**src/rtl/mac_stream.sv**
```systemverilog
// rtl/mac_stream.sv - pipelined streaming multiply-accumulate with framed, handshaked results
module mac_stream #(
    parameter int A_W     = 8,
    parameter int B_W     = 8,
    parameter int ACC_W   = 22,
    parameter int MAX_LEN = 16,
    parameter int SIGNED  = 0,
    parameter int SAT     = 1,
    parameter int CNT_W   = $clog2(MAX_LEN + 1)
) (
    input  logic             clk,
    input  logic             rst_n,
    input  logic             clr,
    input  logic             in_valid,
    output logic             in_ready,
    input  logic [A_W-1:0]   a,
    input  logic [B_W-1:0]   b,
    input  logic             in_last,
    output logic             out_valid,
    input  logic             out_ready,
    output logic [ACC_W-1:0] y,
    output logic [CNT_W-1:0] y_cnt,
    output logic             ovf
);

    localparam int P_W = A_W + B_W;
    localparam bit IS_S = (SIGNED != 0);
    localparam bit IS_SAT = (SAT != 0);
    localparam logic [CNT_W-1:0] LEN_C = CNT_W'(MAX_LEN);
    localparam logic [ACC_W-1:0] SMAX = {1'b0, {(ACC_W-1){1'b1}}};
    localparam logic [ACC_W-1:0] SMIN = {1'b1, {(ACC_W-1){1'b0}}};

    logic             run;
    logic             en, accept;
    logic [P_W-1:0]   a_x, b_x, prod_n, prod_r;
    logic [CNT_W-1:0] cnt, cnt_inc, cnt1;
    logic             last_n, last1, v1;
    logic             first, ovf_acc;
    logic [ACC_W-1:0] acc, base, res;
    logic [ACC_W:0]   base_x, term_x, sum;
    logic             ovf_now, ovf_tot;

    // run keeps in_ready low while reset is held and for the release cycle
    assign en       = ~out_valid | out_ready;
    assign in_ready = run & en;
    assign accept   = in_valid & in_ready;

    // Low P_W bits of the product of extended operands equal the exact product
    assign a_x     = IS_S ? {{B_W{a[A_W-1]}}, a} : {{B_W{1'b0}}, a};
    assign b_x     = IS_S ? {{A_W{b[B_W-1]}}, b} : {{A_W{1'b0}}, b};
    assign prod_n  = a_x * b_x;
    assign cnt_inc = cnt + CNT_W'(1);
    assign last_n  = in_last | (cnt_inc == LEN_C);

    assign base    = first ? '0 : acc;
    assign base_x  = {IS_S & base[ACC_W-1], base};
    assign term_x  = IS_S ? {{(ACC_W+1-P_W){prod_r[P_W-1]}}, prod_r}
                          : {{(ACC_W+1-P_W){1'b0}}, prod_r};
    assign sum     = base_x + term_x;
    assign ovf_now = IS_S ? ((base_x[ACC_W] == term_x[ACC_W]) && (sum[ACC_W-1] != base[ACC_W-1]))
                          : sum[ACC_W];
    assign ovf_tot = (first ? 1'b0 : ovf_acc) | ovf_now;

    always_comb begin
        res = sum[ACC_W-1:0];
        if (ovf_now && IS_SAT) begin
            if (IS_S) res = base[ACC_W-1] ? SMIN : SMAX;
            else      res = '1;
        end
    end

    always_ff @(posedge clk or negedge rst_n) begin
        if (!rst_n) begin
            run       <= 1'b0;
            v1        <= 1'b0;
            prod_r    <= '0;
            last1     <= 1'b0;
            cnt       <= '0;
            cnt1      <= '0;
            first     <= 1'b1;
            acc       <= '0;
            ovf_acc   <= 1'b0;
            out_valid <= 1'b0;
            y         <= '0;
            y_cnt     <= '0;
            ovf       <= 1'b0;
        end else if (clr) begin
            run       <= 1'b1;
            v1        <= 1'b0;
            cnt       <= '0;
            first     <= 1'b1;
            acc       <= '0;
            ovf_acc   <= 1'b0;
            out_valid <= 1'b0;
            y         <= '0;
            y_cnt     <= '0;
            ovf       <= 1'b0;
        end else begin
            run <= 1'b1;
            if (en) begin
                v1 <= accept;
                if (accept) begin
                    prod_r <= prod_n;
                    last1  <= last_n;
                    cnt1   <= cnt_inc;
                    cnt    <= last_n ? '0 : cnt_inc;
                end
                // A pending result was either absent or taken this cycle
                out_valid <= v1 & last1;
                if (v1) begin
                    acc     <= res;
                    ovf_acc <= ovf_tot;
                    first   <= last1;
                    if (last1) begin
                        y     <= res;
                        y_cnt <= cnt1;
                        ovf   <= ovf_tot;
                    end
                end
            end
        end
    end

endmodule
```
**config.mk**
```make
export PLATFORM = sky130hd
export DESIGN_NAME = mac_stream
export DESIGN_NICKNAME = d
export VERILOG_FILES = /design/src/rtl/mac_stream.sv
export SDC_FILE = /design/constraint.sdc
export NUM_CORES = 1
export LEC_CHECK = 0
export BUFFER_PORTS_ARGS = -buffer_cell sky130_fd_sc_hd__buf_4
export CAP_MARGIN = 5
export CORE_UTILIZATION = 31
export DETAILED_ROUTE_END_ITERATION = 8
export PLACE_DENSITY = 0.45
export SKIP_LAST_GASP = 1
export SYNTH_ARGS = -nofsm -noshare
export SYNTH_HDL_FRONTEND = slang
export SYNTH_SLANG_ARGS = --single-unit
export TNS_END_PERCENT = 10
```
**constraint.sdc**
```tcl
create_clock -name clk -period 5.8 [get_ports clk]
set_input_delay 1.16 -clock clk [delete_from_list [all_inputs] [get_ports clk]]
set_output_delay 1.16 -clock clk [all_outputs]
set_load 0.02 [all_outputs]
```
==> flow_summary.yaml, run 1 <==
worst_hold_path:
  min_from: "cnt1[1]"
  worst_hold_path_type: "flop to flop"
grt:
  grt_max_degree: 83
  overflow: 0
  grt_pass1_vias: 5280
  grtUsageTotal: 0.153
  antenna_found_initial: 0
  grt_pass1_wl_um: 27200
floorplan:
  fp.dieH_um: 149
  die_w_um: 149
  initial_core_util: 0.318
  io_pins: 52
  dieArea_mm2: 0.0223
  rows: 53
  core_area_mm2: 0.0212
timing:
  hold_viol: 0
  setup_tns_ps: 0
  worst_slew_pin_slew_ps: 1040
  fmax_mhz: 208
  fin_ws_ps: 988
  skew_ps: 10.1
  maxSlewViolCount: 0
  slew_headroom: 0.306
  setup_viol: 0
  fin_crit_ps: 4810
  period_share: 0.830
  rsz0062_at_grt: "false"
detailed_routing:
  finalWirelength_um: 16000
  dr_total_vias: 5321
  routed-wl-met2_um: 7160
  first_pass_iters: 4
  wl_met3_um: 512
  drt_iter0_markers: 232
  drcViolationCount: 0
  wl_met1_um: 8090
  ant_nets: 0
  highest_layer: "met4"
  drt-wirelength-per-cell_um: 15.0
  viasPerCell: 4.96
layout:
  utilization: 0.362
  mostFrequentLayoutCell: "nand2_1"
  nets: 905
  antenna_cells: 0
  final_cell_mix: "nand2_1, dfrtp_1, and2_1, inv_1, buf_4"
  drive_gt1_frac: 0.108
  area_growth_pct: 13.9
  layoutNonFillerInstCount: 1072
clock_network:
  cts_resized: 0
  numCtsBuffers: 9
  cts_tree: "done"
  htree_levels: 3
  clock-sinks: 82
  hold_buffers: 0
  path_clk_slew_ps: 60
  clk_latency_ps: 340
  cts_buffer_depth: 2
  post_cts_buffers: 0
  root_buffer: "clkbuf_16"
synthesis:
  synth_edf_count: 0
  synthCells: 756
  synth_area_per_cell_um2: 8.90
  synth-async-reset-ratio: 1.00
  synth-warning-count: 0
  synth-seq-cells: 82
  seq_area_frac_synth: 0.305
  synthesis.nets: 869
  synth_cell_types: 63
  synthesis.area_mm2: 0.00673
  yosys_most_used_dff: "dfrtp_1"
worst_setup_path:
  arrival_ps: 5060
  crit_path_max_incr_delay_ps: 540
  crit_top_cell: "fa_1"
  endpoint_kind: "flop"
  worstSetupPathType: "input port to flop"
  cp.required_ps: 6050
  critical_path.startpoint: "a[2]"
  path_cells: "buf_4 > and2_1 > fa_1 > fa_1 > fa_1 > inv_1 > fa_1 > inv_1 > ha_1 > or3_1 > o2111ai_1 > a21oi_1 > o21a_1 > o31ai_1"
  r2r-start: "first"
  startpoint_type: "input port"
  cp_slowest_cell: "fa_1"
  crit_fanout: 8
power:
  leakage_uw: 0.00357
  power_density_mw_per_mm2: 270
  worst_ir_drop_vdd_mv: 0.139
  switching_share: 0.367
  power_frac_comb: 0.399
  p_switching_uw: 758
  p_int_uw: 1310
  clockPowerShare: 0.278
  seq_power_share: 0.323
place:
  dp_slack_ps: 608
  dp.cells: 1056
  gp_congestion: 0.840
  placement.io_buffers: 51
  dp_hpwl_um: 12400
run:
  drv_cap: 0
outcome:
  status: "finished, final reports clean"
==> sequential cells by signal, summed over array words and instances, names as in the netlist, 5 cells and up <==
| signal | cells |
|---|---|
| prod_r | 16 |
| acc | 22 |
| y | 22 |
| cnt | 5 |
| y_cnt | 5 |
| cnt1 | 5 |
==> per-stage QoR <==
step,hold WS (ps),power [µW],instance area [µm²]
after floorplan,445,1310,6730
after global placement,464,1500,7360
after detailed placement,467,1510,7360
after CTS,483,2100,7660
after global routing,514,2250,7660
final,475,2070,7660
==> worst max-delay path: cells and delay by family <==
family | cells | cell delay (ps)
AO/OA/AOI/OAI | 4 | 770
adder cells (fa/ha/maj) | 5 | 2290
buffers and inverters | 3 | 230
AND/OR/NAND/NOR | 2 | 600
==> worst paths after layout <==
path                            cells past startpoint  slack (ps)         end
worst max-delay path                               14         990  prod_r[14]
min in group asynchronous                           1        1010        y[2]
worst max register to register                     10        2330       y[21]
max in group asynchronous                           1        4120  prod_r[12]
worst min register to register                      2         480     cnt1[1]
worst min-delay path                                2         480     cnt1[1]
==> power by group through the flow <==
| stage | sequential [µW] | clock, µW | combinational [µW] |
|---|---|---|---|
| after floorplan | 667 | 0 | 641 |
| after global placement | 679 | 0 | 821 |
| after detailed placement | 680 | 0 | 828 |
| after CTS | 671 | 597 | 838 |
| after global routing | 677 | 622 | 953 |
| final | 668 | 575 | 824 |
==> synth_stat cells, drive strengths merged, types with 2 or more instances <==
library cell	count	area (µm²)
o21ai	45	225
a31oi	8	65.1
o21bai	4	30.0
o21a	4	30.0
o2111ai	2	17.5
nor2b	25	156
xnor2	12	105
a22oi	2	15.0
a21o	12	90.1
xor2	9	78.8
and2	55	344
nand3	12	60.1
a2111oi	2	23.8
nand2	96	360
o211ai	9	72.6
ha	54	676
dfrtp	81	2030
and3	4	25.0
a211o	5	43.8
nand3b	4	30.0
nor2	53	201
or3	4	25.0
clkbuf	20	75.1
o31a	3	26.3
nand2b	8	50.1
mux2i	6	60.1
nor3	10	50.1
a22o	7	61.3
buf	10	51.3
o22ai	2	12.5
inv	55	206
nor4	4	25.0
o31ai	4	40.0
a21oi	41	209
fa	37	741
nand4	9	56.3
a211oi	22	183
and4b	2	20.0
==> routing by layer <==
layer  GRT usage  vias up
li1            -     2681
met1       0.212     2527
met2       0.246       98
met3      0.0177       15
met4      0.0546        0
met5           0        -
==> cells by family after synthesis <==
| kind of cell | Yosys count | synth area share |
|---|---|---|
| fa+ha+maj | 91 | 0.211 |
| other cells | 1 | 0.000558 |
| flops | 82 | 0.305 |
| xor+xnor | 21 | 0.0273 |
| compound gates | 180 | 0.184 |
| simple gates | 290 | 0.214 |
| mux | 6 | 0.00893 |
| buf+inv | 85 | 0.0495 |
==> final cells by class <==
class                      count  area (µm²)
clock buffer                  10         239
clock inverter                 6        63.8
fill                        2172       13500
inverter                      55         206
multi-input combinational    589        4340
sequential                    82        2050
tap                          275         344
timing repair buffer          55         413
No activity file was read; power rests on OpenSTA's default activity.
==> run 2: changes to the inputs <==
clock period = 4.9 ns   (was 5.8 ns; I/O delays follow)
==> run 2 against run 1 <==
  * Worst setup slack worse by 680 ps
  * Critical endpoint unchanged
  * Count of clock-buffer cells in the layout unchanged
  * Die area unchanged
  * Non-clock buffer count up 13
  * Highest routed layer unchanged
  * Utilization up 0.31 points
  * Sequential cell count unchanged
  * Sequential power up 18%
  * Total power up 18%
  * Sequential share of layout area down 0.23 points
  * Largest cell class unchanged
==> flow_summary.yaml, run 2 (synthesis gave the netlist of run 1 again) <==
outcome:
  status: "finished, final reports clean"
detailed_routing:
  viasPerCell: 4.92
  dr_total_vias: 5336
  first_pass_iters: 4
  finalWirelength_um: 16100
  drcViolationCount: 0
  ant_nets: 0
  drt_iter0_markers: 235
  drt-wirelength-per-cell_um: 14.8
clock_network:
  cts_buffer_depth: 2
  hold_buffers: 0
  clock-sinks: 82
  cts_tree: "done"
  post_cts_buffers: 0
  root_buffer: "clkbuf_16"
  cts_resized: 0
  numCtsBuffers: 9
  clk_latency_ps: 340
  htree_levels: 3
  path_clk_slew_ps: 60
grt:
  grt_max_degree: 83
  overflow: 0
  antenna_found_initial: 0
  grt_pass1_vias: 5359
  grt_pass1_wl_um: 27200
  grtUsageTotal: 0.153
floorplan:
  core_area_mm2: 0.0212
  fp.dieH_um: 149
  io_pins: 52
  die_w_um: 149
  initial_core_util: 0.318
  rows: 53
  dieArea_mm2: 0.0223
place:
  gp_congestion: 0.828
  dp_slack_ps: -67.1
  placement.io_buffers: 51
  dp_hpwl_um: 12500
worst_setup_path:
  r2r_cells: 9
  r2r_setup_slack_ps: 1320
  r2r-start: "first"
  crit_fanout: 6
  endpoint_kind: "flop"
  startpoint_type: "input port"
  worstSetupPathType: "input port to flop"
  arrival_ps: 4830
  cp.required_ps: 5150
  r2r-end: "y[14]"
  endpoint: "prod_r[14]"
  critical_path.startpoint: "a[2]"
layout:
  drive_gt1_frac: 0.121
  area_growth_pct: 14.9
  final_cell_mix: "nand2_1, dfrtp_1, buf_4"
  utilization: 0.365
  multi_input_area_mm2: 0.00434
  nFillCells: 2209
  antenna_cells: 0
  mostFrequentLayoutCell: "nand2_1"
  nets: 918
  top_regs: "acc: 22 flops, y: 22 flops, prod_r: 16 flops"
  seq_area_mm2: 0.00205
timing:
  skew_ps: 11.7
  period_share: 0.936
  whs_ps: 478
  slew_headroom: 0.300
  fmax_mhz: 218
  fin_ws_ps: 311
  rsz0062_at_grt: "false"
  maxSlewViolCount: 0
  hold_viol: 0
  fin_crit_ps: 4590
  setup_viol: 0
  worst_slew_pin_slew_ps: 1050
run:
  drv_cap: 0
power:
  worst_ir_drop_vdd_mv: 0.163
  leakage_uw: 0.00362
  power_density_mw_per_mm2: 315
worst_hold_path:
  worst_hold_path_type: "flop to flop"
## run 2: changes by cell type in the layout (fill, tap and decap cells not counted), sizes merged
| cell | change |
|---|---|
| buf | +13 |
| bufinv | -1 |
| clkinv | +1 |
## run 2: where the power goes
group	internal [µW]	leakage, µW	total [µW]	switching, µW
registers	744	0.00111	791	47.2
clock network	344	0.000129	625	281
logic	437	0.00238	1020	586
total	1530	0.00362	2440	914
## run 2: final cells by class
class	count	share of cell area
clock buffer	10	0.0296
clock inverter	6	0.00550
inverter	55	0.0267
multi-input combinational	589	0.562
sequential	82	0.266
tap	275	0.0445
timing repair buffer	68	0.0660
## run 2: critical path, stage by stage
cell,delay (ps)
buf_4,130
and2_1,170
fa_1,500
fa_1,520
fa_1,540
inv_1,50
fa_1,530
inv_1,40
ha_1,190
or3_1,400
o2111ai_1,260
a21oi_1,120
o21a_1,190
o31ai_1,220
## run 2: through the flow
step                area [µm²]  std cells  power [µW]  TNS [ps]
CTS                       7730       1085        2480         0
global route              7730       1085        2660         0
global placement          7460       1069        1820     -48.3
finish                    7730       1085        2440         0
detailed placement        7460       1069        1830     -78.0
floorplan                 6730        756        1550         0
## run 2: worst min-delay path by stage
stage                          from   endpoint  slack (ps)  depth (start not counted)
after CTS                      y[5]       y[5]         490                          2
after global placement         y[4]       y[4]         460                          2
after detailed placement       y[5]       y[5]         470                          2
after floorplan           prod_r[0]  prod_r[0]         450                          2
final                          y[5]       y[5]         480                          2
after global routing           y[8]       y[8]         500                          2
## run 2: per-layer routing
layer,vias to the layer above,track usage,part of all wire
li1,2690,-,-
met1,2533,0.216,0.52
met2,95,0.240,0.44
met3,18,0.0168,0.027
met4,0,0.0526,0.018
met5,-,0,0
==> run 3: changes to the inputs <==
ABC_AREA = 1   (was unset)
PLACE_DENSITY = unset   (was 0.45)
PLACE_DENSITY_LB_ADDON = 0.3   (was unset)
==> run 3 against run 2 <==
  * Final area is 4.6% higher
  * Synthesized area is 6.4% higher
  * Register-to-register slack better by 300 ps
  * Final cell count is 23% higher
  * Die area is 6.3% higher
  * Critical path depth is 3 higher
  * Largest cell class unchanged
==> flow_summary.yaml, run 3 <==
timing:
  fmax_mhz: 224
  period_share: 0.911
  worst_slew_pin_slew_ps: 1020
  skew_ps: 12.1
  setup_tns_ps: 0
  fin_crit_ps: 4470
  maxSlewViolCount: 0
  rsz0062_at_grt: "false"
  slew_headroom: 0.319
  hold_viol: 0
  setup_viol: 0
synthesis:
  synth_most_common_cell: "nand2_1"
  synth_area_per_cell_um2: 7.08
  synth_common_cells: "nand2_1, inv_1, dfrtp_1"
  synth_edf_count: 0
  synth_cell_types: 38
  synthCells: 1010
  synth-seq-cells: 82
  yosysTopAreaCellShare: 0.283
  synthesis.area_mm2: 0.00715
  synthesis.nets: 1123
  synth_top_area_cell: "dfrtp_1"
  synth-async-reset-ratio: 1.00
  yosys_most_used_dff: "dfrtp_1"
  synth-warning-count: 0
  seq_area_frac_synth: 0.287
  synthTopCellsByArea: "dfrtp_1, nand2_1, inv_1"
floorplan:
  core_area_mm2: 0.0226
  fp.dieH_um: 154
  die_w_um: 154
  dieArea_mm2: 0.0237
  initial_core_util: 0.316
  rows: 55
  io_pins: 52
worst_setup_path:
  critical_path_depth: 17
  cp.required_ps: 5140
  startpoint_type: "input port"
  critPathTopFamily: "adder cells"
  worstSetupPathType: "input port to flop"
  arrival_ps: 4700
  path_cells: "buf_4 > nand2_1 > fa_1 > fa_1 > inv_1 > fa_1 > inv_1 > fa_1 > inv_1 > ha_1 > a21oi_1 > o21ai_0 > nor2_1 > o21ai_0 > or2_2 > nand3_1 > nand2_1"
  crit_path_max_incr_delay_ps: 540
  endpoint: "prod_r[10]"
  crit_fanout: 8
  r2r_cells: 13
  r2r_setup_slack_ps: 1620
  endpoint_kind: "flop"
  r2r-start: "first"
  worst-path-buf-inv: 4
  critical_path.startpoint: "b[7]"
  crit_top_cell: "fa_1"
  cp_slowest_cell: "fa_1"
  r2r-end: "ovf_acc"
layout:
  drive_gt1_frac: 0.112
  nFillCells: 2428
  seq_area_mm2: 0.00205
  nets: 1160
  area_growth_pct: 13.0
  final_cell_mix: "nand2_1, inv_1, dfrtp_1"
  layoutNonFillerInstCount: 1337
  antenna_cells: 0
  mostFrequentLayoutCell: "nand2_1"
  top_regs: "acc: 22 flops, y: 22 flops, prod_r: 16 flops"
  multi_input_area_mm2: 0.00418
  fin_area_mm2: 0.00809
grt:
  grt_max_degree: 83
  grt_pass1_vias: 5906
  grtUsageTotal: 0.150
  antenna_found_initial: 0
  grt_pass1_wl_um: 28700
  overflow: 0
place:
  gp_congestion: 0.857
  dp.cells: 1321
  placed_cell_area_mm2: 0.00780
  dp_hpwl_um: 13100
  placement.io_buffers: 51
detailed_routing:
  drt-wirelength-per-cell_um: 12.1
  viasPerCell: 4.44
  drcViolationCount: 0
  ant_nets: 0
  first_pass_iters: 5
  finalWirelength_um: 16200
  dr_total_vias: 5940
  drt_iter0_markers: 252
clock_network:
  htree_levels: 3
  numCtsBuffers: 9
  cts_buffer_depth: 2
  hold_buffers: 0
  clk_latency_ps: 350
  path_clk_slew_ps: 60
  post_cts_buffers: 0
  cts_tree: "done"
  cts_resized: 0
  clock-sinks: 82
  root_buffer: "clkbuf_16"
power:
  leakage_uw: 0.00465
  worst_ir_drop_vdd_mv: 0.186
  power_density_mw_per_mm2: 316
worst_hold_path:
  worst_hold_path_type: "flop to flop"
outcome:
  status: "finished, final reports clean"
run:
  drv_cap: 0
-- run 3: changes by cell type after synthesis, sizes merged, moves of 21 or more --
cell / delta
nor2b: -25
nand3: +41
a211oi: -21
nand2: +254
and2: -54
inv: +150
-- run 3: cell type report --
class                           count  share of cell area
Clock buffer                        9              0.0278
Clock inverter                      7             0.00789
Inverter                          207              0.0961
Multi-Input combinational cell    689               0.516
Sequential cell                    82               0.254
Tap cell                          285              0.0441
Timing Repair Buffer               58              0.0538
-- run 3: worst min path at each step --
stage / from / end / slack [ps] / cells after the start
after global routing: y[21] / y[21] / 500 / 2
after global placement: y[6] / y[6] / 460 / 2
after CTS: y[8] / y[8] / 480 / 2
after floorplan: prod_r[2] / prod_r[2] / 450 / 2
final: y[21] / y[21] / 480 / 2
after detailed placement: acc[21] / acc[21] / 470 / 2
-- run 3: where the power goes --
group	internal [µW]	switching (µW)	leakage, µW	total (µW)
clock network	355	300	0.000137	655
registers	747	52.9	0.00111	800
logic	422	675	0.00341	1100
-- run 3: worst min-delay path, cell delays in order (launching register included) --
cell	delay (ps)
dfrtp_1	340
nand2_1	50
nand2_1	50
-- run 3: cell families after synthesis --
family	synth area share
flops	0.287
fa+ha+maj	0.198
compound gates	0.0637
simple gates	0.296
other cells	0.000524
buf+inv	0.130
xor+xnor	0.0245
-- run 3: metal layers --
layer | share of wire | routed length [µm] | track usage
met1 | 0.49 | 8010 | 0.200
met2 | 0.47 | 7630 | 0.255
met3 | 0.027 | 443 | 0.0231
met4 | 0.0084 | 136 | 0.0314
met5 | 0 | 0 | 0
-- run 3: stage by stage --
stage          power, µW  hold slack [ps]  worst slack [ps]   util
2_1_floorplan       1640              448              67.1      -
3_3_place_gp        1920              464               113  0.344
3_5_place_dp        1910              466              69.4  0.344
4_1_cts             2580              485               429  0.357
5_1_grt             2790              503               186  0.357
6_report            2550              479               434  0.357
